--- src/rtl/seg7_frame_decoder.sv ---
// Seven-segment scan decoder: debounces each digit strobe, decodes it and assembles 4-digit frames.
// Optional error counter enabled by defining SEG7_FRAME_DECODER_ERRCNT_EN.
//
// state       | meaning
// WAIT_STABLE | counting stable cycles of registered seg_in/dig_sel
// CAPTURED    | current strobe already written to its slot; waiting for inputs to change
module seg7_frame_decoder #(
   parameter int unsigned STABLE_CYC = 4
) (
   input  logic        clk,
   input  logic        rst_n,
   input  logic [6:0]  seg_in,
   input  logic [3:0]  dig_sel,
   input  logic        frame_ready,
   output logic        frame_valid,
   output logic [15:0] frame_data,
   output logic [3:0]  frame_err,
   output logic [3:0]  frame_blank,
   output logic [7:0]  err_count
);

   typedef enum logic {
      WAIT_STABLE = 1'b0,
      CAPTURED    = 1'b1
   } state_t;

   localparam logic [7:0] CNT_MAX = 8'(STABLE_CYC - 1);
   localparam logic [7:0] CNT_CAP = 8'(STABLE_CYC - 2);

   state_t      state_q, state_d;
   logic [6:0]  seg_r_q, seg_p_q;
   logic [3:0]  dig_r_q, dig_p_q;
   logic [7:0]  cnt_q, cnt_d;
   logic [3:0]  captured_q, captured_d;
   logic [15:0] slot_nib_q, slot_nib_d;
   logic [3:0]  slot_err_q, slot_err_d;
   logic [3:0]  slot_blank_q, slot_blank_d;
   logic        frame_valid_q, frame_valid_d;
   logic [15:0] frame_data_q, frame_data_d;
   logic [3:0]  frame_err_q, frame_err_d;
   logic [3:0]  frame_blank_q, frame_blank_d;

   logic [3:0]  dec_nib;
   logic        dec_err;
   logic        dec_blank;
   logic        dig_valid;
   logic [1:0]  dig_idx;
   logic        changed;
   logic        capture;
   logic        load;

   always_comb begin
      dec_nib   = 4'h0;
      dec_err   = 1'b0;
      dec_blank = 1'b0;
      case (seg_r_q)
         7'b1000000: dec_nib = 4'h0;
         7'b1111001: dec_nib = 4'h1;
         7'b0100100: dec_nib = 4'h2;
         7'b0110000: dec_nib = 4'h3;
         7'b0011001: dec_nib = 4'h4;
         7'b0010010: dec_nib = 4'h5;
         7'b0000010: dec_nib = 4'h6;
         7'b1111000: dec_nib = 4'h7;
         7'b0000000: dec_nib = 4'h8;
         7'b0010000: dec_nib = 4'h9;
         7'b0001000: dec_nib = 4'hA;
         7'b0000011: dec_nib = 4'hB;
         7'b1000110: dec_nib = 4'hC;
         7'b0100001: dec_nib = 4'hD;
         7'b0000110: dec_nib = 4'hE;
         7'b0001110: dec_nib = 4'hF;
         7'b1111111: dec_blank = 1'b1;
         default:    dec_err = 1'b1;
      endcase
   end

   always_comb begin
      dig_valid = 1'b1;
      dig_idx   = 2'd0;
      case (dig_r_q)
         4'b1110: dig_idx = 2'd0;
         4'b1101: dig_idx = 2'd1;
         4'b1011: dig_idx = 2'd2;
         4'b0111: dig_idx = 2'd3;
         default: dig_valid = 1'b0;
      endcase
   end

   assign changed = (seg_r_q != seg_p_q) || (dig_r_q != dig_p_q);

   // Capture fires on the edge where the counter would reach STABLE_CYC-1,
   // i.e. after STABLE_CYC consecutive identical registered samples.
   always_comb begin
      state_d = state_q;
      cnt_d   = cnt_q;
      capture = 1'b0;
      case (state_q)
         WAIT_STABLE: begin
            if (changed) begin
               cnt_d = 8'd0;
            end else begin
               if (cnt_q < CNT_MAX) cnt_d = cnt_q + 8'd1;
               if (dig_valid && (cnt_q == CNT_CAP)) begin
                  capture = 1'b1;
                  state_d = CAPTURED;
               end
            end
         end
         CAPTURED: begin
            if (changed) begin
               state_d = WAIT_STABLE;
               cnt_d   = 8'd0;
            end
         end
         default: begin
            state_d = WAIT_STABLE;
            cnt_d   = 8'd0;
         end
      endcase
   end

   assign load = (captured_q == 4'hF) && (!frame_valid_q || frame_ready);

   always_comb begin
      captured_d    = load ? 4'h0 : captured_q;
      slot_nib_d    = slot_nib_q;
      slot_err_d    = slot_err_q;
      slot_blank_d  = slot_blank_q;
      frame_valid_d = frame_valid_q;
      frame_data_d  = frame_data_q;
      frame_err_d   = frame_err_q;
      frame_blank_d = frame_blank_q;
      if (capture) begin
         captured_d[dig_idx]          = 1'b1;
         slot_nib_d[{dig_idx, 2'b00} +: 4] = dec_nib;
         slot_err_d[dig_idx]          = dec_err;
         slot_blank_d[dig_idx]        = dec_blank;
      end
      if (load) begin
         frame_valid_d = 1'b1;
         frame_data_d  = slot_nib_q;
         frame_err_d   = slot_err_q;
         frame_blank_d = slot_blank_q;
      end else if (frame_valid_q && frame_ready) begin
         frame_valid_d = 1'b0;
      end
   end

   always_ff @(posedge clk or negedge rst_n) begin
      if (!rst_n) begin
         state_q       <= WAIT_STABLE;
         seg_r_q       <= 7'h7F;
         dig_r_q       <= 4'hF;
         seg_p_q       <= 7'h7F;
         dig_p_q       <= 4'hF;
         cnt_q         <= 8'd0;
         captured_q    <= 4'h0;
         slot_nib_q    <= 16'h0000;
         slot_err_q    <= 4'h0;
         slot_blank_q  <= 4'h0;
         frame_valid_q <= 1'b0;
         frame_data_q  <= 16'h0000;
         frame_err_q   <= 4'h0;
         frame_blank_q <= 4'h0;
      end else begin
         state_q       <= state_d;
         seg_r_q       <= seg_in;
         dig_r_q       <= dig_sel;
         seg_p_q       <= seg_r_q;
         dig_p_q       <= dig_r_q;
         cnt_q         <= cnt_d;
         captured_q    <= captured_d;
         slot_nib_q    <= slot_nib_d;
         slot_err_q    <= slot_err_d;
         slot_blank_q  <= slot_blank_d;
         frame_valid_q <= frame_valid_d;
         frame_data_q  <= frame_data_d;
         frame_err_q   <= frame_err_d;
         frame_blank_q <= frame_blank_d;
      end
   end

`ifdef SEG7_FRAME_DECODER_ERRCNT_EN
   logic [7:0] err_cnt_q, err_cnt_d;

   always_comb begin
      err_cnt_d = err_cnt_q;
      if (capture && dec_err && (err_cnt_q != 8'hFF)) err_cnt_d = err_cnt_q + 8'd1;
   end

   always_ff @(posedge clk or negedge rst_n) begin
      if (!rst_n) err_cnt_q <= 8'd0;
      else        err_cnt_q <= err_cnt_d;
   end

   assign err_count = err_cnt_q;
`else
   assign err_count = 8'h00;
`endif

   assign frame_valid = frame_valid_q;
   assign frame_data  = frame_data_q;
   assign frame_err   = frame_err_q;
   assign frame_blank = frame_blank_q;

endmodule

--- config.mk ---
export PLATFORM = sky130hd
export DESIGN_NAME = seg7_frame_decoder
export DESIGN_NICKNAME = d
export VERILOG_FILES = /design/src/rtl/seg7_frame_decoder.sv
export SDC_FILE = /design/constraint.sdc
export NUM_CORES = 1
export LEC_CHECK = 0
export BUFFER_PORTS_ARGS = -buffer_cell sky130_fd_sc_hd__buf_2
export CORE_MARGIN = 1.5
export CORE_UTILIZATION = 30
export CTS_BUF_LIST = sky130_fd_sc_hd__clkbuf_2 sky130_fd_sc_hd__clkbuf_4 sky130_fd_sc_hd__clkbuf_8
export CTS_CLUSTER_DIAMETER = 50
export DETAILED_ROUTE_END_ITERATION = 10
export RECOVER_POWER = 100
export SYNTH_ARGS = -nofsm -noshare
export SYNTH_HDL_FRONTEND = slang
export SYNTH_SLANG_ARGS = --single-unit
--- constraint.sdc ---
create_clock -name clk -period 2.9 [get_ports clk]
set_input_delay 0.435 -clock clk [delete_from_list [all_inputs] [get_ports clk]]
set_output_delay 0.435 -clock clk [all_outputs]
set_load 0.01 [all_outputs]
==> reports/results.txt, run 1 <==
Run status: finished with violations
Failing checks: capacitance limit, slew limit
Netlist cell types: 47
Final setup vio count: 0
Max Slew Vio Count: 85
TritonRoute pass-1 iters: 4
Critical path class: flip-flop to flip-flop
Clock Latency Late Sink: 370 ps
PostCTS Resize Cnt: 0
Port buffer count: 38
Overflow after GRT: 0
Routed length on met1: 3380 µm
Largest stage delay, worst path: 810 ps
Max-cap violation count: 1
Post-synth top area share: 41.5%
Data arrival time of the worst path: 2780 ps
Crit-path cells: xnor2_1 -> nand4_1 -> nor3_4 -> nand3_1 -> mux2_2
Worst-Margin Slew: 2000 ps
CP endpoint kind: flip-flop
RSZ-0062 raised after global routing: no
Largest delay share family, worst path: simple AND/OR/NAND/NOR gates
Beginning of the critical path: seg_r_q[2]
Hold Buf Count CTS: 0
FP Rows: 40
Vias in the first global route: 2458
Cell count after synthesis: 341
Met3 WL post-DR: 351 µm
Post-synth EDFFs: 0
Final min period: 2550 ps
Synthesized flop and latch total: 84
Post-Place Cells: 535
Final non-filler cell total: 551
Clock-pin slew on the worst setup and hold paths: 80 ps
Routed Antenna Nets: 0
GRT Total Usage: 11.8%
Antenna violations before repair: 0
Critical Path RT: 3130 ps
I/O Pins: 47
Worst VDD drop: 0.246 mV
Detailed Place HPWL: 4960 µm
Post-DR wirelength/cell: 12.7 µm
Via count: 2475
Startpoint types: flip-flop
Synth Cell Area: 0.00374 mm²
Initial Util: 31.0%
Critical path buffer and inverter count: 0
Die Width: 115 µm
First-pass GRT wire length: 12000 µm
Core Footprint: 0.0121 mm²
H-tree lvl count: 3
R2r startpoint: seg_r_q[2]
Setup bufs post-CTS: 0
Drc violations: 0
CTS tree: done
Slew Limit Headroom: -33.1%
Nets: 401
Setup TNS: 0 ps
Clk sinks: 84
Hold crit path type: primary input to flip-flop
Register area share after synthesis: 57.0%
Fin. Hold Viols: 0
Largest net degree at the start of global routing: 85
Vias per cell: 4.49
Top-count cell post-synth: nand2_1
CTS Root Cell: clkbuf_8
Area growth from synthesis to layout: 13.1%
Most used DFF post-synth: dfrtp_1
Die Height: 115 µm
Most instantiated cells after synthesis: nand2_1 (79), dfrtp_1 (62), dfstp_2 (22)
Post-synth top area cell: dfrtp_1
Achievable frequency: 393 MHz
Gpl congestion: 0.805
Synth Area per Inst: 11.0 µm²
Die area: 0.0131 mm²
DR WL met2: 3200 µm
Final wirelength: 7030 µm
Longest Clk Path Bufs: 2
Cts bufs inserted: 9
Worst-path fanout max: 16
FFs w/ async S/R, synth: 100%
Hold path start: seg_in[3]
Pleak: 0.00204 µW
Setup Skew: 19.2 ps
Share of layout cells above drive strength 1: 18.3%
Synth Warn #: 0
Largest cells by area after synthesis: dfrtp_1 (41%), dfstp_2 (15%), nand2_1 (7.9%), mux2_2 (6.0%), xnor2_1 (3.0%)
Pwr Density: 538 mW/mm²
Crit-path slowest cell: dfstp_1
DR top layer: met4
Antenna Cells: 0
Period utilisation layout: 87.8%
Initial DRC Count: 241
sequential cells by signal (all words and copies together) (netlist names):
register	flops
slot_blank_q	4
slot_nib_q	16
slot_err_q	4
frame_data	16
state_q	1
dig_r_q	4
seg_r_q	7
frame_blank	4
seg_p_q	7
frame_valid	1
captured_q	4
dig_p_q	4
cnt_q	8
frame_err	4
through the flow:
stage / instance area, µm² / utilization, % / setup WS, ps / hold WS (ps) / total power, µW
CTS: 4260 / 35.4 / 489 / 137 / 2320
global route: 4230 / 35.0 / 186 / 147 / 2380
global placement: 4060 / 33.7 / 542 / 402 / 1460
detailed placement: 4060 / 33.7 / 521 / 401 / 1470
floorplan: 3760 / - / 923 / 139 / 1400
finish: 4230 / 35.0 / 354 / 167 / 2270
final timing paths:
kind | endpoint | slack (ps) | depth (start not counted)
min reg2reg | dig_p_q[2] | 450 | 0
min in group asynchronous | frame_data[0] | 610 | 1
min | seg_r_q[3] | 170 | 1
max | slot_nib_q[8] | 350 | 5
max in group asynchronous | cnt_q[0] | 1080 | 1
max reg2reg | slot_nib_q[8] | 350 | 5
layout by cell type, fill, tap and decap left out, types with 8 or more instances in the layout:
| master | synthesis | final |
|---|---|---|
| buf_2 | 4 | 12 |
| ha_1 | 9 | 9 |
| xnor2_1 | 13 | 13 |
| dfstp_2 | 22 | 12 |
| nor2_1 | 18 | 18 |
| nand3_1 | 11 | 11 |
| clkbuf_8 | 0 | 9 |
| nand2_1 | 79 | 79 |
| dfrtp_1 | 62 | 62 |
| mux2_2 | 20 | 20 |
| clkbuf_1 | 7 | 26 |
| inv_1 | 10 | 10 |
| dfstp_1 | 0 | 10 |
| conb_1 | 1 | 8 |
cells by family after synthesis:
kind of cell,Yosys count,share of synthesized area (%)
adders and majority gates,9,3.01
AOI/OAI and AO/OA,28,5.86
DFF,84,57.0
other,1,0.100
and+or+nand+nor,148,19.0
xor gates and xnor gates,15,3.51
buffers and inverters,31,4.18
muxes,25,7.36
per-layer routing:
metal | track usage (%) | up-vias
met2 | 18.4 | 59
met3 | 3.60 | 10
met1 | 15.5 | 1218
li1 | - | 1188
met4 | 4.50 | 0
met5 | 0 | -
worst reg2reg max path, delay by kind of cell, from the launching register on:
kind	cells	cell delay [ps]
simple gates	3	1050
flops	1	810
mux	1	370
xor+xnor	1	190
power breakdown:
part	switching (µW)	internal (µW)
Sequential	45.6	1230
Combinational	97.2	57.1
Clock	419	422
layout make-up:
| type | instances | area (µm²) |
|---|---|---|
| Clock buffer | 11 | 139 |
| Multi-Input combinational cell | 233 | 1480 |
| Clock inverter | 5 | 61.3 |
| Timing Repair Buffer | 40 | 170 |
| Inverter | 10 | 37.5 |
| Tap cell | 168 | 210 |
| Fill cell | 1212 | 7840 |
| Sequential cell | 84 | 2130 |
No activity file was read; power rests on OpenSTA's default activity.
==> run 2, diff against run 1 <==
CELL_PAD_IN_SITES_DETAIL_PLACEMENT = 1   (was not set)
CELL_PAD_IN_SITES_GLOBAL_PLACEMENT = 2   (was not set)
CTS_CLUSTER_SIZE = 12   (was not set)
PLACE_DENSITY_LB_ADDON = 0.1   (was not set)
clock period = 3.1 ns   (was 2.9 ns; I/O delays follow)
==> run 2 against run 1 <==
  * The run still ends with capacitance limit, slew limit left
  * Core utilization decreased by 0.16 points
  * Global-route usage increased by 2.2 points
  * Sequential share of layout area increased by 0.22 points
  * First-iteration DRC count decreased by 46%
  * Critical endpoint unchanged
  * Largest power group unchanged
==> reports/results.txt, run 2 (synthesis gave the netlist of run 1 again) <==
Run status: finished with violations
Failing checks: capacitance limit, slew limit
Die Height: 115 µm
Setup bufs post-CTS: 0
First-pass GRT wire length: 13700 µm
Overflow after GRT: 0
Pwr Density: 490 mW/mm²
Period utilisation layout: 83.0%
Final min period: 2570 ps
Critical path class: flip-flop to flip-flop
Clock-pin slew on the worst setup and hold paths: 80 ps
Initial DRC Count: 130
CP endpoint: slot_nib_q[8]
Antenna violations before repair: 0
Worst-Margin Slew: 1790 ps
Die area: 0.0131 mm²
Clk sinks: 84
Final worst setup slack: 528 ps
Pre-CTS WS: 636 ps
Detailed Place HPWL: 5550 µm
I/O Pins: 47
H-tree lvl count: 3
Fill count: 1375
Final wirelength: 8120 µm
Worst R2R Path Depth: 5
Worst hold slack: 199 ps
Overall Power: 2060 µW
Hold crit path type: primary input to flip-flop
Max Slew Vio Count: 71
GRT Total Usage: 14.0%
Via count: 2469
CP endpoint kind: flip-flop
R2r startpoint: seg_r_q[4]
CTS tree: done
Most common cell after layout, fill and taps aside: nand2_1
Reg2reg setup slack: 530 ps
Drc violations: 0
Longest Clk Path Bufs: 2
Antenna Cells: 0
Slew Limit Headroom: -19.4%
Final setup vio count: 0
Die Width: 115 µm
TritonRoute pass-1 iters: 4
Commonest non-fill, non-tap cells in the layout: nand2_1 (79), dfrtp_1 (62), clkbuf_1 (27)
Setup TNS: 0 ps
Pleak: 0.00204 µW
Worst VDD drop: 0.215 mV
Data arrival time of the worst path: 2830 ps
Max-cap violation count: 1
PostCTS Resize Cnt: 0
RSZ-0062 raised after global routing: no
Worst-path fanout max: 16
Beginning of the critical path: seg_r_q[4]
Post-DR wirelength/cell: 14.7 µm
Fin. Hold Viols: 0
Core Footprint: 0.0121 mm²
Vias in the first global route: 2590
Nets: 402
Vias per cell: 4.47
Achievable frequency: 389 MHz
Routed Antenna Nets: 0
FP Rows: 40
Reg2reg end: slot_nib_q[8]
Setup Skew: 10.3 ps
Startpoint types: flip-flop
Area growth from synthesis to layout: 12.6%
Share of layout cells above drive strength 1: 18.0%
CTS Root Cell: clkbuf_8
Largest net degree at the start of global routing: 71
Hold Buf Count CTS: 0
Gpl congestion: 0.690
Port buffer count: 38
Critical Path RT: 3360 ps
Clock Latency Late Sink: 370 ps
Cts bufs inserted: 9
Initial Util: 31.0%
[run 2: worst min-delay path by stage]
stage / depth (start not counted) / to / slack (ps) / start
6_report: 1 / seg_r_q[0] / 200 / seg_in[0]
5_1_grt: 1 / seg_r_q[6] / 170 / seg_in[6]
4_1_cts: 1 / seg_r_q[5] / 160 / seg_in[5]
3_5_place_dp: 0 / dig_p_q[0] / 410 / dig_r_q[0]
3_3_place_gp: 0 / dig_p_q[3] / 400 / dig_r_q[3]
2_1_floorplan: 0 / captured_q[0] / 170 / rst_n
[run 2: through the flow]
step                      cells  util (%)  area (µm²)
final                       552      34.9        4210
after global routing        552      34.9        4210
after CTS                   552      35.2        4250
after detailed placement    536      33.8        4070
after global placement      536      33.8        4070
after floorplan             348         -        3760
[run 2: where the power goes]
part	total, µW	leakage (µW)	switching (µW)	internal [µW]
combinational	147	0.000857	93.6	53.8
clock	714	0.0000981	368	347
sequential	1200	0.00108	48.0	1150
total	2060	0.00204	509	1550
[run 2: critical path, cell delays in order, from the launching register on]
cell and delay, ps:
dfstp_1 840, xnor2_1 180, nand4_1 160, nor3_4 580
nand3_1 350, mux2_2 360
[run 2: cell type report]
type	instances	area, µm²	share of cell area [%]
Clock buffer	14	168	3.98
Clock inverter	2	10.0	0.238
Inverter	10	37.5	0.892
Multi-Input combinational cell	233	1480	35.1
Sequential cell	84	2130	50.6
Tap cell	168	210	5.00
Timing Repair Buffer	41	174	4.13
[run 2: metal layers]
layer  vias up  track usage [%]  part of all wire (%)
met1      1210             17.9                    48
met2        51             21.9                    46
met3        13             3.23                   3.6
met5         -                0                     0
met4         0             7.75                   2.5
li1       1195                -                     -
==> run 3, diff against run 2 <==
ABC_AREA = 1   (was not set)
clock period = 2.3 ns   (was 3.1 ns; I/O delays follow)
==> run 3 against run 2 <==
  * The run now ends clean
  * Die area is 4.3% higher
  * First-iteration DRC count down 40%
  * Total power is 38% higher
  * Via count is 15% higher
  * Sequential share of layout area down 3.1 points
  * Core utilization rose by 0.50 points
  * Design area rose by 6.6%
  * Clock power is 64% higher
  * Worst setup slack lost 280 ps
==> reports/results.txt, run 3 <==
Area of the multi-input gates: 0.00155 mm²
Die Width: 117 µm
First-pass GRT wire length: 14100 µm
Largest stage delay, worst path: 590 ps
Nets: 504
CP endpoint kind: flip-flop
Sw Ratio: 23.6%
Antenna violations before repair: 0
Part of the power in registers: 53.6%
Netlist cell types: 27
Commonest non-fill, non-tap cells in the layout: nand2_1 (138), dfrtp_1 (62), nor2_1 (57)
Worst-Margin Slew: 885 ps
Via count: 2848
NetSw: 675 µW
Drc violations: 0
Largest cells by area after synthesis: dfrtp_1 (40%), dfstp_2 (15%), nand2_1 (13%), mux2_2 (6.9%), nor2_1 (5.5%)
Gpl congestion: 0.778
Final wirelength: 8640 µm
PostCTS Resize Cnt: 0
H-tree lvl count: 3
Hold crit path type: primary input to flip-flop
Die Height: 117 µm
Fill count: 1549
Initial Util: 30.8%
Clock-pin slew on the worst setup and hold paths: 90 ps
FFs w/ async S/R, synth: 100%
Cts bufs inserted: 9
Synth Cell Area: 0.00390 mm²
Pre-CTS WS: 237 ps
Core Footprint: 0.0127 mm²
Share of layout cells above drive strength 1: 16.0%
Post-synth top area share: 39.8%
TritonRoute pass-1 iters: 4
Detailed Place HPWL: 6540 µm
Fin. Hold Viols: 0
Critical path buffer and inverter count: 1
Pwr Density: 637 mW/mm²
Most common cell after layout, fill and taps aside: nand2_1
Top-count cell post-synth: nand2_1
Critical path class: flip-flop to flip-flop
Largest net degree at the start of global routing: 42
Synth Warn #: 0
Critical Path RT: 2560 ps
Die area: 0.0137 mm²
Vias per cell: 4.33
Run status: complete, no violations
Period utilisation layout: 89.1%
I/O Pins: 47
Internal power: 2180 µW
GRT Total Usage: 13.8%
Sequential Area: 0.00213 mm²
Register area share after synthesis: 54.6%
Post-DR wirelength/cell: 13.1 µm
Crit-path slowest cell: dfstp_2
Max Slew Vio Count: 0
Worst VDD drop: 0.341 mV
Final setup vio count: 0
Cell count after synthesis: 433
Largest delay share family, worst path: simple AND/OR/NAND/NOR gates
Crit-path cells: nor3_1 -> nor2_1 -> ha_1 -> inv_1 -> nand3_1 -> nor2_1 -> nand2_1 -> nand2_1
Clock Latency Late Sink: 370 ps
Pleak: 0.00235 µW
Port buffer count: 38
Clock Power Share: 40.9%
Antenna Cells: 0
Most instantiated cells after synthesis: nand2_1 (138), dfrtp_1 (62), nor2_1 (57)
Final min period: 2050 ps
Clk sinks: 84
Startpoint types: flip-flop
Achievable frequency: 488 MHz
Most used DFF post-synth: dfrtp_1
Area growth from synthesis to layout: 14.9%
Data arrival time of the worst path: 2310 ps
Overflow after GRT: 0
RSZ-0062 raised after global routing: no
Setup TNS: 0 ps
Slew Limit Headroom: 41.0%
CTS Root Cell: clkbuf_8
Synth Area per Inst: 9.01 µm²
Longest Clk Path Bufs: 2
Final worst setup slack: 251 ps
Post-synth EDFFs: 0
FP Rows: 41
Initial DRC Count: 78
Post-synth top area cell: dfrtp_1
Synthesized flop and latch total: 84
Routed Antenna Nets: 0
Vias in the first global route: 2847
Setup Skew: 10.7 ps
Comb pwr share: 5.5%
Worst-path fanout max: 6
Max-cap violation count: 0
CTS tree: done
==> run 3: cell count changes after synthesis, sizes merged, moves of 5 or more <==
cell    delta
xnor2      -6
clkbuf     -7
nand2     +61
and2       -8
mux2i      -5
inv       +33
nor2      +43
o21bai     -5
a21oi      +6
nand3     +11
==> run 3: cells by family after synthesis <==
family	Yosys count	share of synthesized area, %
mux	24	6.93
simple gates	237	25.7
fa+ha+maj	9	2.89
xor+xnor	7	1.57
buf+inv	56	6.28
other cells	1	0.0961
flops	84	54.6
compound gates	15	1.92
==> run 3: per-stage QoR <==
stage	instance area (µm²)	instances	power, µW	hold slack (ps)	util, %
global route	4480	658	3000	35.5	35.4
detailed placement	4300	641	1720	223	33.9
CTS	4520	658	2940	31.2	35.7
global placement	4300	641	1720	220	33.9
floorplan	3930	440	1660	49.4	-
finish	4480	658	2860	66.4	35.4
==> run 3: path summary, 6_finish.rpt <==
path	start	cells past startpoint	slack, ps	endpoint
max	dig_r_q[3]	8	250	slot_nib_q[15]
min	dig_sel[3]	1	70	dig_r_q[3]
max reg2reg	dig_r_q[3]	8	250	slot_nib_q[15]
min reg2reg	dig_r_q[1]	0	390	dig_p_q[1]
max in group asynchronous	rst_n	3	440	cnt_q[0]
min in group asynchronous	rst_n	2	610	slot_blank_q[1]
==> run 3: power by group through the flow <==
stage / clock network, µW / logic, µW / registers [µW]
finish: 1170 / 157 / 1530
global route: 1280 / 185 / 1540
CTS: 1240 / 164 / 1530
detailed placement: 0 / 162 / 1560
global placement: 0 / 161 / 1560
floorplan: 0 / 105 / 1550
==> run 3: layer usage <==
layer  wire length, µm  GRT usage (%)
met4               165           6.51
met5                 0              0
met3               234           2.94
met1              4180           17.5
met2              4050           22.8
==> run 3: repair_timing <==
| action | in CTS | in global routing |
|---|---|---|
| setup buffers | 0 | 0 |
| hold buffers | 1 | 0 |
| endpoints found under the hold margin | 12 | 0 |
==> run 3: area by class of cell <==
class | instances | share of cell area [%]
timing repair buffer | 43 | 4.58
clock inverter | 6 | 1.95
multi-input combinational | 300 | 34.7
sequential | 84 | 47.5
tap | 172 | 4.80
clock buffer | 10 | 2.93
inverter | 43 | 3.60
